<file path="src/rtl/seq_det_rr_sched.sv">
// seq_det_rr_sched: round-robin time-shared 1101 overlapping Mealy detector over N_CH serial lanes
module seq_det_rr_sched #(
    parameter int N_CH  = 4,
    parameter int CH_W  = 2,
    parameter int CNT_W = 8
) (
    input  logic             i_clk,
    input  logic             i_rst,
    input  logic [N_CH-1:0]  i_req,
    input  logic [N_CH-1:0]  i_din,
    input  logic [N_CH-1:0]  i_clr,
    output logic [N_CH-1:0]  o_gnt,
    output logic             o_y,
    output logic [CH_W-1:0]  o_y_ch,
    output logic [CNT_W-1:0] o_match_cnt
);
    typedef enum logic [1:0] {S0, S1, S2, S3} state_t;
    state_t          r_st [N_CH];
    logic [CH_W-1:0] r_ptr;
    logic [CH_W-1:0] w_g;
    logic [N_CH-1:0] w_elig;
    logic            w_any;
    logic            w_d;
    logic            w_match;
    state_t          w_cur;
    state_t          w_nxt;
    assign w_elig = i_req & ~i_clr;
    always_comb begin
        w_any = 1'b0;
        w_g   = '0;
        for (int i = N_CH - 1; i >= 0; i--)
            if (w_elig[i] && CH_W'(i) < r_ptr) begin
                w_any = 1'b1;
                w_g   = CH_W'(i);
            end
        for (int i = N_CH - 1; i >= 0; i--)
            if (w_elig[i] && CH_W'(i) >= r_ptr) begin
                w_any = 1'b1;
                w_g   = CH_W'(i);
            end
    end
    assign o_gnt   = w_any ? (N_CH'(1) << w_g) : '0;
    assign w_cur   = r_st[w_g];
    assign w_d     = i_din[w_g];
    assign w_nxt   = w_d ? ((w_cur == S0 || w_cur == S3) ? S1 : S2) : ((w_cur == S2) ? S3 : S0);
    assign w_match = w_any && w_d && (w_cur == S3);
    always_ff @(posedge i_clk) begin
        if (i_rst) begin
            for (int i = 0; i < N_CH; i++) r_st[i] <= S0;
            r_ptr       <= '0;
            o_y         <= 1'b0;
            o_y_ch      <= '0;
            o_match_cnt <= '0;
        end else begin
            for (int i = 0; i < N_CH; i++) if (i_clr[i]) r_st[i] <= S0;
            if (w_any) begin
                r_st[w_g] <= w_nxt;
                r_ptr     <= (w_g == CH_W'(N_CH - 1)) ? '0 : w_g + CH_W'(1);
            end
            o_y <= w_match;
            if (w_match) begin
                o_y_ch      <= w_g;
                o_match_cnt <= o_match_cnt + CNT_W'(o_match_cnt != '1);
            end
        end
    end
endmodule

</file>
<file path="config.mk">
export PLATFORM = sky130hd
export DESIGN_NAME = seq_det_rr_sched
export DESIGN_NICKNAME = d
export VERILOG_FILES = /design/src/rtl/seq_det_rr_sched.sv
export SDC_FILE = /design/constraint.sdc
export NUM_CORES = 1
export LEC_CHECK = 0
export CAP_MARGIN = 10
export CORE_ASPECT_RATIO = 0.75
export CORE_MARGIN = 10
export CORE_UTILIZATION = 45
export DETAILED_ROUTE_END_ITERATION = 6
export DONT_BUFFER_PORTS = 1
export PLACE_DENSITY_LB_ADDON = 0.1
export SLEW_MARGIN = 20
export SYNTH_ARGS = -nofsm -noshare
export SYNTH_HDL_FRONTEND = slang
export SYNTH_SLANG_ARGS = --single-unit
</file>
<file path="constraint.sdc">
create_clock -name i_clk -period 5.3 [get_ports i_clk]
set_input_delay 1.06 -clock i_clk [delete_from_list [all_inputs] [get_ports i_clk]]
set_output_delay 1.06 -clock i_clk [all_outputs]
set_load 0.01 [all_outputs]
</file>
==> results of run 1 <==
-- cells in the mapped netlist, types with 2 or more instances --
cell type	n
a211oi_4	2
mux2_4	3
and2_1	2
ha_1	6
nand2b_1	4
a21boi_0	2
nand2_1	10
and3_1	4
or3_1	4
a211oi_1	2
nor2b_1	7
inv_4	2
clkbuf_1	2
edfxtp_1	8
nor2_1	22
dfxtp_1	13
mux2_1	2
inv_1	4
mux2_2	2
a21oi_1	9
nand4_1	3
mux2i_1	6
o21ai_0	5
nand3b_1	2
a31oi_1	2
-- critical path: stages --
cell and delay [ns]:
and2b_1 0.20, o21ai_1 0.31, a21boi_4 0.16, inv_4 0.14, nand2_1 0.06, and3_2 0.19
a31oi_1 0.20, ha_1 0.19, nand2_1 0.14, nor4b_2 0.38, and3_1 0.23, mux2_4 0.29
-- registers in the layout (all words and copies together), names as in the netlist --
name / cells
r_ptr: 2
o_y_ch: 2
r_st: 8
o_match_cnt: 8
o_y: 1
-- stage by stage --
stage	power, µW	area [µm²]	worst slack [ns]
6_report	381.4	1451	1.885
5_1_grt	405.2	1451	1.689
4_1_cts	385.2	1451	1.907
3_5_place_dp	279.5	1405	1.651
3_3_place_gp	280.6	1405	1.738
2_1_floorplan	265.0	1376	1.873
-- final timing paths --
path / start / to / slack (ns) / cells after the start
max: i_clr[3] / o_match_cnt[4] / 1.89 / 12
min: r_ptr[0] / r_ptr[0] / 0.54 / 2
max reg2reg: r_ptr[1] / o_match_cnt[4] / 2.24 / 12
min reg2reg: r_ptr[0] / r_ptr[0] / 0.54 / 2
-- layer usage --
metal	vias up	global-route usage, %	wire, µm
met5	-	0	0
met4	0	2.500	17
met3	2	4.626	316
met2	38	16.41	1358
met1	483	16.73	1494
li1	533	-	-
-- layout make-up --
cell class	count	area [µm²]	area share [%]
sequential	21	500.5	34.48
multi-input combinational	117	829.5	57.16
tap	38	47.55	3.276
inverter	6	27.53	1.897
clock buffer	3	41.29	2.845
clock inverter	1	5.005	0.3448
-- power breakdown --
part	total, µW	switching, µW	internal (µW)
sequential	184	7.25	177
combinational	92.7	54.7	38.0
clock	104	51.9	52.4
-- cell families (layout without fill, tap and decap cells) --
kind of cell	after synthesis	count (layout)	synth area share, %
simple gates	69	69	28.00
fa+ha+maj	6	6	5.454
mux	13	13	10.91
compound gates	28	28	15.27
xor+xnor	1	1	0.6365
flops	21	21	36.36
buf+inv	9	10	3.363
==> run_results.csv, run 1 <==
group,metric,value,unit
cts,clk_path_buf_depth,2,
setup_path,cp-end-kind,"flip-flop",
synth,ys_seq_area_share,36.36,%
sta,holdWs,0.5419,ns
placed_design,hpwl,2568,µm
cells_and_area,nets,169,
routing,post-route-drc-count,0,
routing,dr.pass1.iters,6,
global_route,grt_max_degree,25,
placed_design,gp_congestion,0.8169,
setup_path,worstPathArrival,3.57,ns
min_path,hp-class,"flip-flop to flip-flop",
die,initial_utilization,46.89,%
sta,tightestPinTransition,0.5146,ns
die,io_pins,29,
status,run_status,"complete, no violations",
cts,insertion_delay,0.26,ns
die,coreArea,2935,µm²
routing,vias,1056,
global_route,grt_pass1_vias,992,
cts,cts_max_level,1,
sta,setup_viol,0,
sta,maxSlewViolCount,0,
pwr,peakVddDrop,0.1368,mV
sta,slew_headroom,64.81,%
sta,fin_tns_setup,0,ns
synth,syn_nets,167,
cts,post_cts_buffers,0,
cts,ctsHoldBuffers,0,
sta,finalCritPeriodShare,64.43,%
synth,yosysWarningCount,0,
global_route,gr-total-overflow,0,
cts,cts_made_buffers,3,
synth,synth_top_area_share,18.91,%
synth,synthArstFlopShare,0,%
cts,ctsResizeCount,0,
placed_design,place.port_buffers,0,
cts,path_clk_slew,0.08,ns
global_route,grt_pass1_wl,5444,µm
global_route,antenna_found_initial,0,
die,die_area,5694,µm²
die,fp-row-count,17,
cts,root_buffer,"clkbuf_8",
cts,clock_sinks,21,
synth,synth-edff-count,8,
setup_path,crit_required,5.45,ns
setup_path,worstSetupStartpointType,"primary input",
global_route,gr-usage-all-layers,11.84,%
sta,rsz0062_at_grt,"no",
pwr,p_leak,0.0005609,µW
synth,synth_top_area_cell,"dfxtp_1",
cells_and_area,drive_above_1_share,13.51,%
synth,syn_avg_cell_area,9.363,µm²
routing,viasPerCell,5.677,
setup_path,setup.worst_path.class,"primary input to flip-flop",
cells_and_area,fillCellCount,277,
sta,finalCriticalPeriod,3.415,ns
synth,ys_types,44,
die,die_h,67.90,µm
sta,hold_viol_final,0,
synth,syn_area,1376,µm²
cells_and_area,fin_cells,186,
cells_and_area,antenna_cells,0,
cells_and_area,syn2layout_area_growth,5.454,%
routing,drtAntennaViolNets,0,
sta,fmax,292.9,MHz
synth,netlist_top_cells_area,"dfxtp_1 19%, edfxtp_1 17%, nor2_1 6.0%",
routing,first_iter_violations,144,
cells_and_area,final_cell_mix,"22 x nor2_1, 13 x dfxtp_1, 10 x nand2_1",
cts,cts_tree,"yes",
job,cap_violations,0,
routing,wl,3187,µm
synth,postSynthCellCount,147,
cells_and_area,finish.utilization,49.45,%
setup_path,cp_max_fo,8,
routing,routedWlPerCell,17.13,µm
pwr,power.density,262.8,nW/µm²
sta,clock_skew,0.003985,ns
placed_design,dpl.cell_count,182,
synth,synthFlopType,"dfxtp_1",
cells_and_area,final_common_cell,"nor2_1",
synth,synth_seq_cells,21,
die,fp.dieW,83.86,µm
No activity file was read; power rests on OpenSTA's default activity.
==> run 2, diff against run 1 <==
==> constraint.sdc (replaced) <==
create_clock -name i_clk -period 2.8 [get_ports i_clk]
set_input_delay 0.56 -clock i_clk [delete_from_list [all_inputs] [get_ports i_clk]]
set_output_delay 0.56 -clock i_clk [all_outputs]
set_load 0.01 [all_outputs]
==> run 2 against run 1 <==
Register-to-register slack worse by 2.1 ns. Non-clock buffer count increased by 17. Clock skew decreased by 0.0028 ns. First-iteration DRC count fell by 60%. Critical path depth shrank 1. Sequential share of layout area shrank 3.2 points. Clock power is 87% higher. Die area is the same. Count of clock-buffer cells in the layout up 1. Core utilization increased by 5.4 points. Global-route usage is 0.49 points higher. Critical path type is now flip-flop to flip-flop. Largest cell class unchanged. Highest routed layer unchanged.
==> run_results.csv, run 2 (synthesis gave the netlist of run 1 again) <==
group,metric,value,unit
placed_design,placed_area,1546,µm²
global_route,antenna_found_initial,0,
routing,vias,1120,
pwr,peakVddDrop,0.2321,mV
sta,fin_tns_setup,0,ns
global_route,grt_max_degree,25,
setup_path,worstPathArrival,2.81,ns
job,cap_violations,0,
setup_path,cp_slowest_stage_delay,0.43,ns
global_route,gr-total-overflow,0,
sta,setup_viol,0,
die,coreArea,2935,µm²
setup_path,worstSetupStartpointType,"flip-flop",
placed_design,place.port_buffers,0,
sta,rsz0062_at_grt,"no",
cts,clk_path_buf_depth,2,
cells_and_area,nets,186,
die,fp-row-count,17,
pwr,power.density,478.0,nW/µm²
cts,cts_made_buffers,3,
sta,clock_skew,0.001166,ns
die,die_area,5694,µm²
cells_and_area,antenna_cells,0,
routing,routedWlPerCell,17.43,µm
routing,post-route-drc-count,0,
cells_and_area,fillCellCount,261,
setup_path,crit_path_cell_trace,"or3b_1 > a21oi_2 > or3_4 > inv_4 > buf_4 > a31oi_2 > ha_1 > nand2_2 > nor4b_4 > and3_1 > mux2_4",
cts,insertion_delay,0.26,ns
cts,cts_tree,"yes",
cells_and_area,drive_above_1_share,26.06,%
sta,slew_headroom,66.37,%
die,fp.dieW,83.86,µm
cts,clock_sinks,21,
cells_and_area,final_cell_mix,"22 x nor2_1, 17 x buf_4, 11 x dfxtp_1",
routing,dr.pass1.iters,4,
global_route,grt_pass1_vias,1112,
placed_design,dpl.cell_count,198,
sta,tightestPinTransition,0.4917,ns
setup_path,cp_max_fo,7,
global_route,grt_pass1_wl,5664,µm
placed_design,dp_slack,-0.1100,ns
routing,drtAntennaViolNets,0,
setup_path,crit_path_top_delay_cell,"or3b_1",
cts,cts_max_level,1,
placed_design,hpwl,2859,µm
sta,maxSlewViolCount,0,
cells_and_area,final_common_cell,"nor2_1",
sta,finalCritPeriodShare,95.03,%
status,run_status,"complete, no violations",
min_path,hp-class,"primary input to flip-flop",
sta,finalCriticalPeriod,2.661,ns
die,io_pins,29,
sta,fmax,375.8,MHz
sta,hold_viol_final,0,
routing,first_iter_violations,57,
global_route,gr-usage-all-layers,12.33,%
placed_design,gp_congestion,0.7893,
die,die_h,67.90,µm
cts,root_buffer,"clkbuf_8",
routing,viasPerCell,5.517,
sta,layout_setup_ws,0.1391,ns
setup_path,crit_required,2.95,ns
pwr,p_leak,0.0006413,µW
die,initial_utilization,46.89,%
setup_path,cp-end-kind,"flip-flop",
routing,wl,3539,µm
setup_path,setup.worst_path.class,"flip-flop to flip-flop",
cells_and_area,reg.largest.list,"o_match_cnt (8), r_st (8)",
cts,path_clk_slew,0.07,ns
cells_and_area,fin_cells,203,
setup_path,crit_buf_inv,2,
setup_path,critPathTopFamily,"simple AND/OR/NAND/NOR gates",
cells_and_area,syn2layout_area_growth,17.00,%
cells_and_area,final_cell_area,1610,µm²
-- run 2: final timing paths --
path	from	endpoint	slack (ns)	depth (start not counted)
max reg2reg	r_ptr[1]	o_match_cnt[4]	0.14	11
max	r_ptr[1]	o_match_cnt[4]	0.14	11
min	i_rst	r_ptr[1]	0.37	1
min reg2reg	r_ptr[1]	r_ptr[1]	0.54	2
-- run 2: layer usage --
metal | share of wire (%) | track usage [%]
met5 | 0 | 0
met1 | 46 | 15.25
met4 | 0.34 | 2.708
met3 | 8.2 | 5.219
met2 | 46 | 19.75
-- run 2: layout make-up --
| type | instances | area, µm² | share of cell area [%] |
|---|---|---|---|
| multi-input cells | 117 | 859.6 | 53.38 |
| flip-flops and latches | 21 | 503.0 | 31.24 |
| repair buffers | 17 | 127.6 | 7.925 |
| well taps | 38 | 47.55 | 2.953 |
| clock buffers | 4 | 45.04 | 2.797 |
| inverters | 6 | 27.53 | 1.709 |
-- run 2: power by group --
| group | internal, µW | switching, µW | total (µW) |
|---|---|---|---|
| sequential | 336 | 12.5 | 349 |
| clock | 101 | 92.4 | 194 |
| combinational | 104 | 123 | 227 |
| total | 542 | 228 | 770 |
-- run 2: repair_timing --
action,4_1_cts,5_1_grt
buffers inserted,0,1
endpoints found under the setup margin,0,9
hold buffers,0,0
gates resized for setup,0,4
-- run 2: stage by stage --
| step | util (%) | total power (µW) | hold slack [ns] |
|---|---|---|---|
| after floorplan | - | 507.5 | 0.5039 |
| after global placement | 52.69 | 572.3 | 0.5369 |
| after detailed placement | 52.69 | 576.0 | 0.5315 |
| after CTS | 54.22 | 773.3 | 0.3584 |
| after global routing | 54.86 | 812.4 | 0.3467 |
| final | 54.86 | 769.7 | 0.3660 |
==> run 3, diff against run 2 <==
--- a/config.mk
+++ b/config.mk
@@ -5,6 +5,7 @@
 export SDC_FILE = /design/constraint.sdc
 export NUM_CORES = 1
 export LEC_CHECK = 0
+export ABC_AREA = 1
 export CAP_MARGIN = 10
 export CORE_ASPECT_RATIO = 0.75
 export CORE_MARGIN = 10
==> run 3 against run 2 <==
Clock power grew 2%. Wire length decreased by 1.3%. Count of clock-buffer cells in the layout shrank 1. Die area rose by 2.4%. Core utilization down 4.1 points. Combinational power decreased by 7%. Critical endpoint is now o_match_cnt[6]. Highest routed layer unchanged.
==> run_results.csv, run 3 <==
group,metric,value,unit
cts,clk_path_buf_depth,2,
global_route,gr-usage-all-layers,12.20,%
cells_and_area,reg.largest.list,"o_match_cnt (8), r_st (8)",
setup_path,cp-end-kind,"flip-flop",
min_path,hp-class,"primary input to flip-flop",
routing,dr_wl_met2,1563,µm
synth,netlist_top_cells_area,"dfxtp_1 18%, edfxtp_1 17%, nand2_1 10%",
pwr,intPower,500.2,µW
cts,clock_sinks,21,
synth,syn_avg_cell_area,7.252,µm²
pwr,power_frac_comb,27.6,%
cts,path_clk_slew,0.08,ns
synth,syn_area,1421,µm²
cts,ctsHoldBuffers,0,
setup_path,worstSetupStartpointType,"flip-flop",
cells_and_area,final_cell_mix,"39 x nand2_1, 35 x inv_1, 28 x nor2_1",
global_route,gr-total-overflow,0,
setup_path,setup.worst_path.class,"flip-flop to flip-flop",
pwr,peakVddDrop,0.2739,mV
setup_path,cp_max_fo,10,
pwr,pwr-share-seq,46.4,%
routing,routedWlPerCell,14.74,µm
cells_and_area,finish.utilization,50.80,%
routing,viasPerCell,5.253,
cts,root_buffer,"clkbuf_8",
sta,clock_skew,0.004239,ns
routing,drt-met1-wl,1554,µm
cells_and_area,syn2layout_area_growth,6.426,%
cts,post_cts_buffers,0,
global_route,grt_pass1_wl,5761,µm
placed_design,gp_congestion,0.8336,
die,die_area,5830,µm²
cells_and_area,drive_above_1_share,13.57,%
synth,syn_nets,216,
sta,fin_tns_setup,0,ns
setup_path,critPathTopFamily,"simple AND/OR/NAND/NOR gates",
sta,finalCritPeriodShare,87.18,%
die,fp-row-count,17,
sta,slew_headroom,69.88,%
placed_design,dpl.cell_count,233,
routing,first_iter_violations,105,
setup_path,crit_required,2.96,ns
cts,ctsResizeCount,0,
placed_design,hpwl,2791,µm
routing,top_layer,"met4",
synth,synth_top_area_cell,"dfxtp_1",
pwr,power.density,504.2,nW/µm²
routing,post-route-drc-count,0,
pwr,swShare,34.42,%
sta,tightestPinTransition,0.4513,ns
synth,synth_top_area_share,18.31,%
routing,drtAntennaViolNets,0,
global_route,antenna_found_initial,0,
cells_and_area,fin_cells,237,
routing,dr.pass1.iters,4,
synth,yosysMostFrequentCell,"nand2_1",
sta,fmax,409.7,MHz
sta,rsz0062_at_grt,"no",
pwr,p_leak,0.0007055,µW
setup_path,crit_path_cell_trace,"inv_2 > o21ai_2 > nand2_1 > nand2_2 > nand2_4 > inv_1 > nand2_1 > nand2_1 > inv_1 > o21ai_0 > ha_1 > nand2_1 > nor4_2 > nand4_1 > nand2_1 > nor2_1",
global_route,grt_max_degree,15,
synth,ys_types,28,
cells_and_area,final_common_cell,"nand2_1",
routing,wl_met3,364,µm
pwr,pwr-share-clk,26.0,%
global_route,grt_pass1_vias,1181,
cts,insertion_delay,0.26,ns
synth,ys_seq_area_share,35.21,%
cells_and_area,fillCellCount,308,
cells_and_area,antenna_cells,0,
die,io_pins,29,
synth,synthFlopType,"dfxtp_1",
sta,maxSlewViolCount,0,
die,coreArea,2978,µm²
sta,hold_viol_final,0,
status,run_status,"complete, no violations",
sta,finalCriticalPeriod,2.441,ns
synth,synth_seq_cells,21,
cts,cts_max_level,1,
setup_path,cp_slowest_stage_delay,0.41,ns
job,cap_violations,0,
setup_path,crit_buf_inv,3,
synth,synth_common_cells,"39 x nand2_1, 35 x inv_1, 28 x nor2_1, 13 x dfxtp_1, 12 x nand3_1",
setup_path,crit_path_top_delay_cell,"dfxtp_1",
placed_design,place.port_buffers,0,
synth,yosysWarningCount,0,
setup_path,crit_top_cell,"nand2_1",
routing,vias,1245,
synth,postSynthCellCount,196,
cts,cts_tree,"yes",
die,initial_utilization,47.73,%
pwr,switchingPower,262.5,µW
setup_path,worstPathArrival,2.60,ns
cts,cts_made_buffers,3,
sta,setup_viol,0,
cells_and_area,nets,220,
die,fp.dieW,84.90,µm
die,die_h,68.67,µm
synth,synthArstFlopShare,0,%
routing,wl,3494,µm
synth,synth-edff-count,8,
[run 3: cell types whose count changed after synthesis, sizes merged, moves of 5 or more]
cell and delta:
mux2i -6, nor2 +8, and3 -5, nor2b -7, inv +31, mux2 -7, nand3 +17, nand2 +37
or3 -5
[run 3: cell type report]
type                       instances  area (µm²)  area share [%]
inverter                          37       143.9           9.512
clock buffer                       3       41.29           2.730
tap                               38       47.55           3.143
clock inverter                     1       5.005          0.3309
multi-input combinational        135       759.5           50.21
timing repair buffer               2       15.01          0.9926
sequential                        21       500.5           33.09
[run 3: final timing paths]
kind         startpoint              to  slack, ns  cells after the start
min reg2reg    r_ptr[0]        r_ptr[0]       0.49                      2
min               i_rst  o_match_cnt[7]       0.36                      1
max reg2reg    r_ptr[1]  o_match_cnt[6]       0.36                     16
max            r_ptr[1]  o_match_cnt[6]       0.36                     16
[run 3: logic make-up (layout without fill, tap and decap cells)]
logic type / count (synthesis) / after routing / synth area share, %
simple gates: 108 / 108 / 39.52
fa+ha+maj: 6 / 6 / 5.282
xor+xnor: 1 / 1 / 0.6163
buf+inv: 40 / 43 / 11.80
flops: 21 / 21 / 35.21
compound gates: 20 / 20 / 7.571
[run 3: power by group through the flow]
stage	Combinational (µW)	Clock, µW	Sequential (µW)
4_1_cts	210	205	353
2_1_floorplan	174	0	355
5_1_grt	236	225	356
3_5_place_dp	209	0	361
6_report	211	198	354
3_3_place_gp	207	0	360
[run 3: per-layer routing]
layer  up-vias  GRT usage (%)
met5         -              0
met4         0          2.459
met3         2          5.621
met2        36          18.61
met1       572          15.55
li1        635              -
[run 3: metrics by stage]
| stage | worst slack [ns] | instance area, µm² | hold slack (ns) | power, µW |
|---|---|---|---|---|
| 4_1_cts | 0.2884 | 1506 | 0.3555 | 768.7 |
| 2_1_floorplan | 0.3152 | 1421 | 0.4515 | 529.3 |
| 3_5_place_dp | 0.1120 | 1460 | 0.4761 | 569.3 |
| 6_report | 0.3591 | 1513 | 0.3610 | 762.7 |
| 5_1_grt | 0.06732 | 1513 | 0.3417 | 817.1 |
| 3_3_place_gp | 0.2076 | 1460 | 0.4747 | 567.1 |
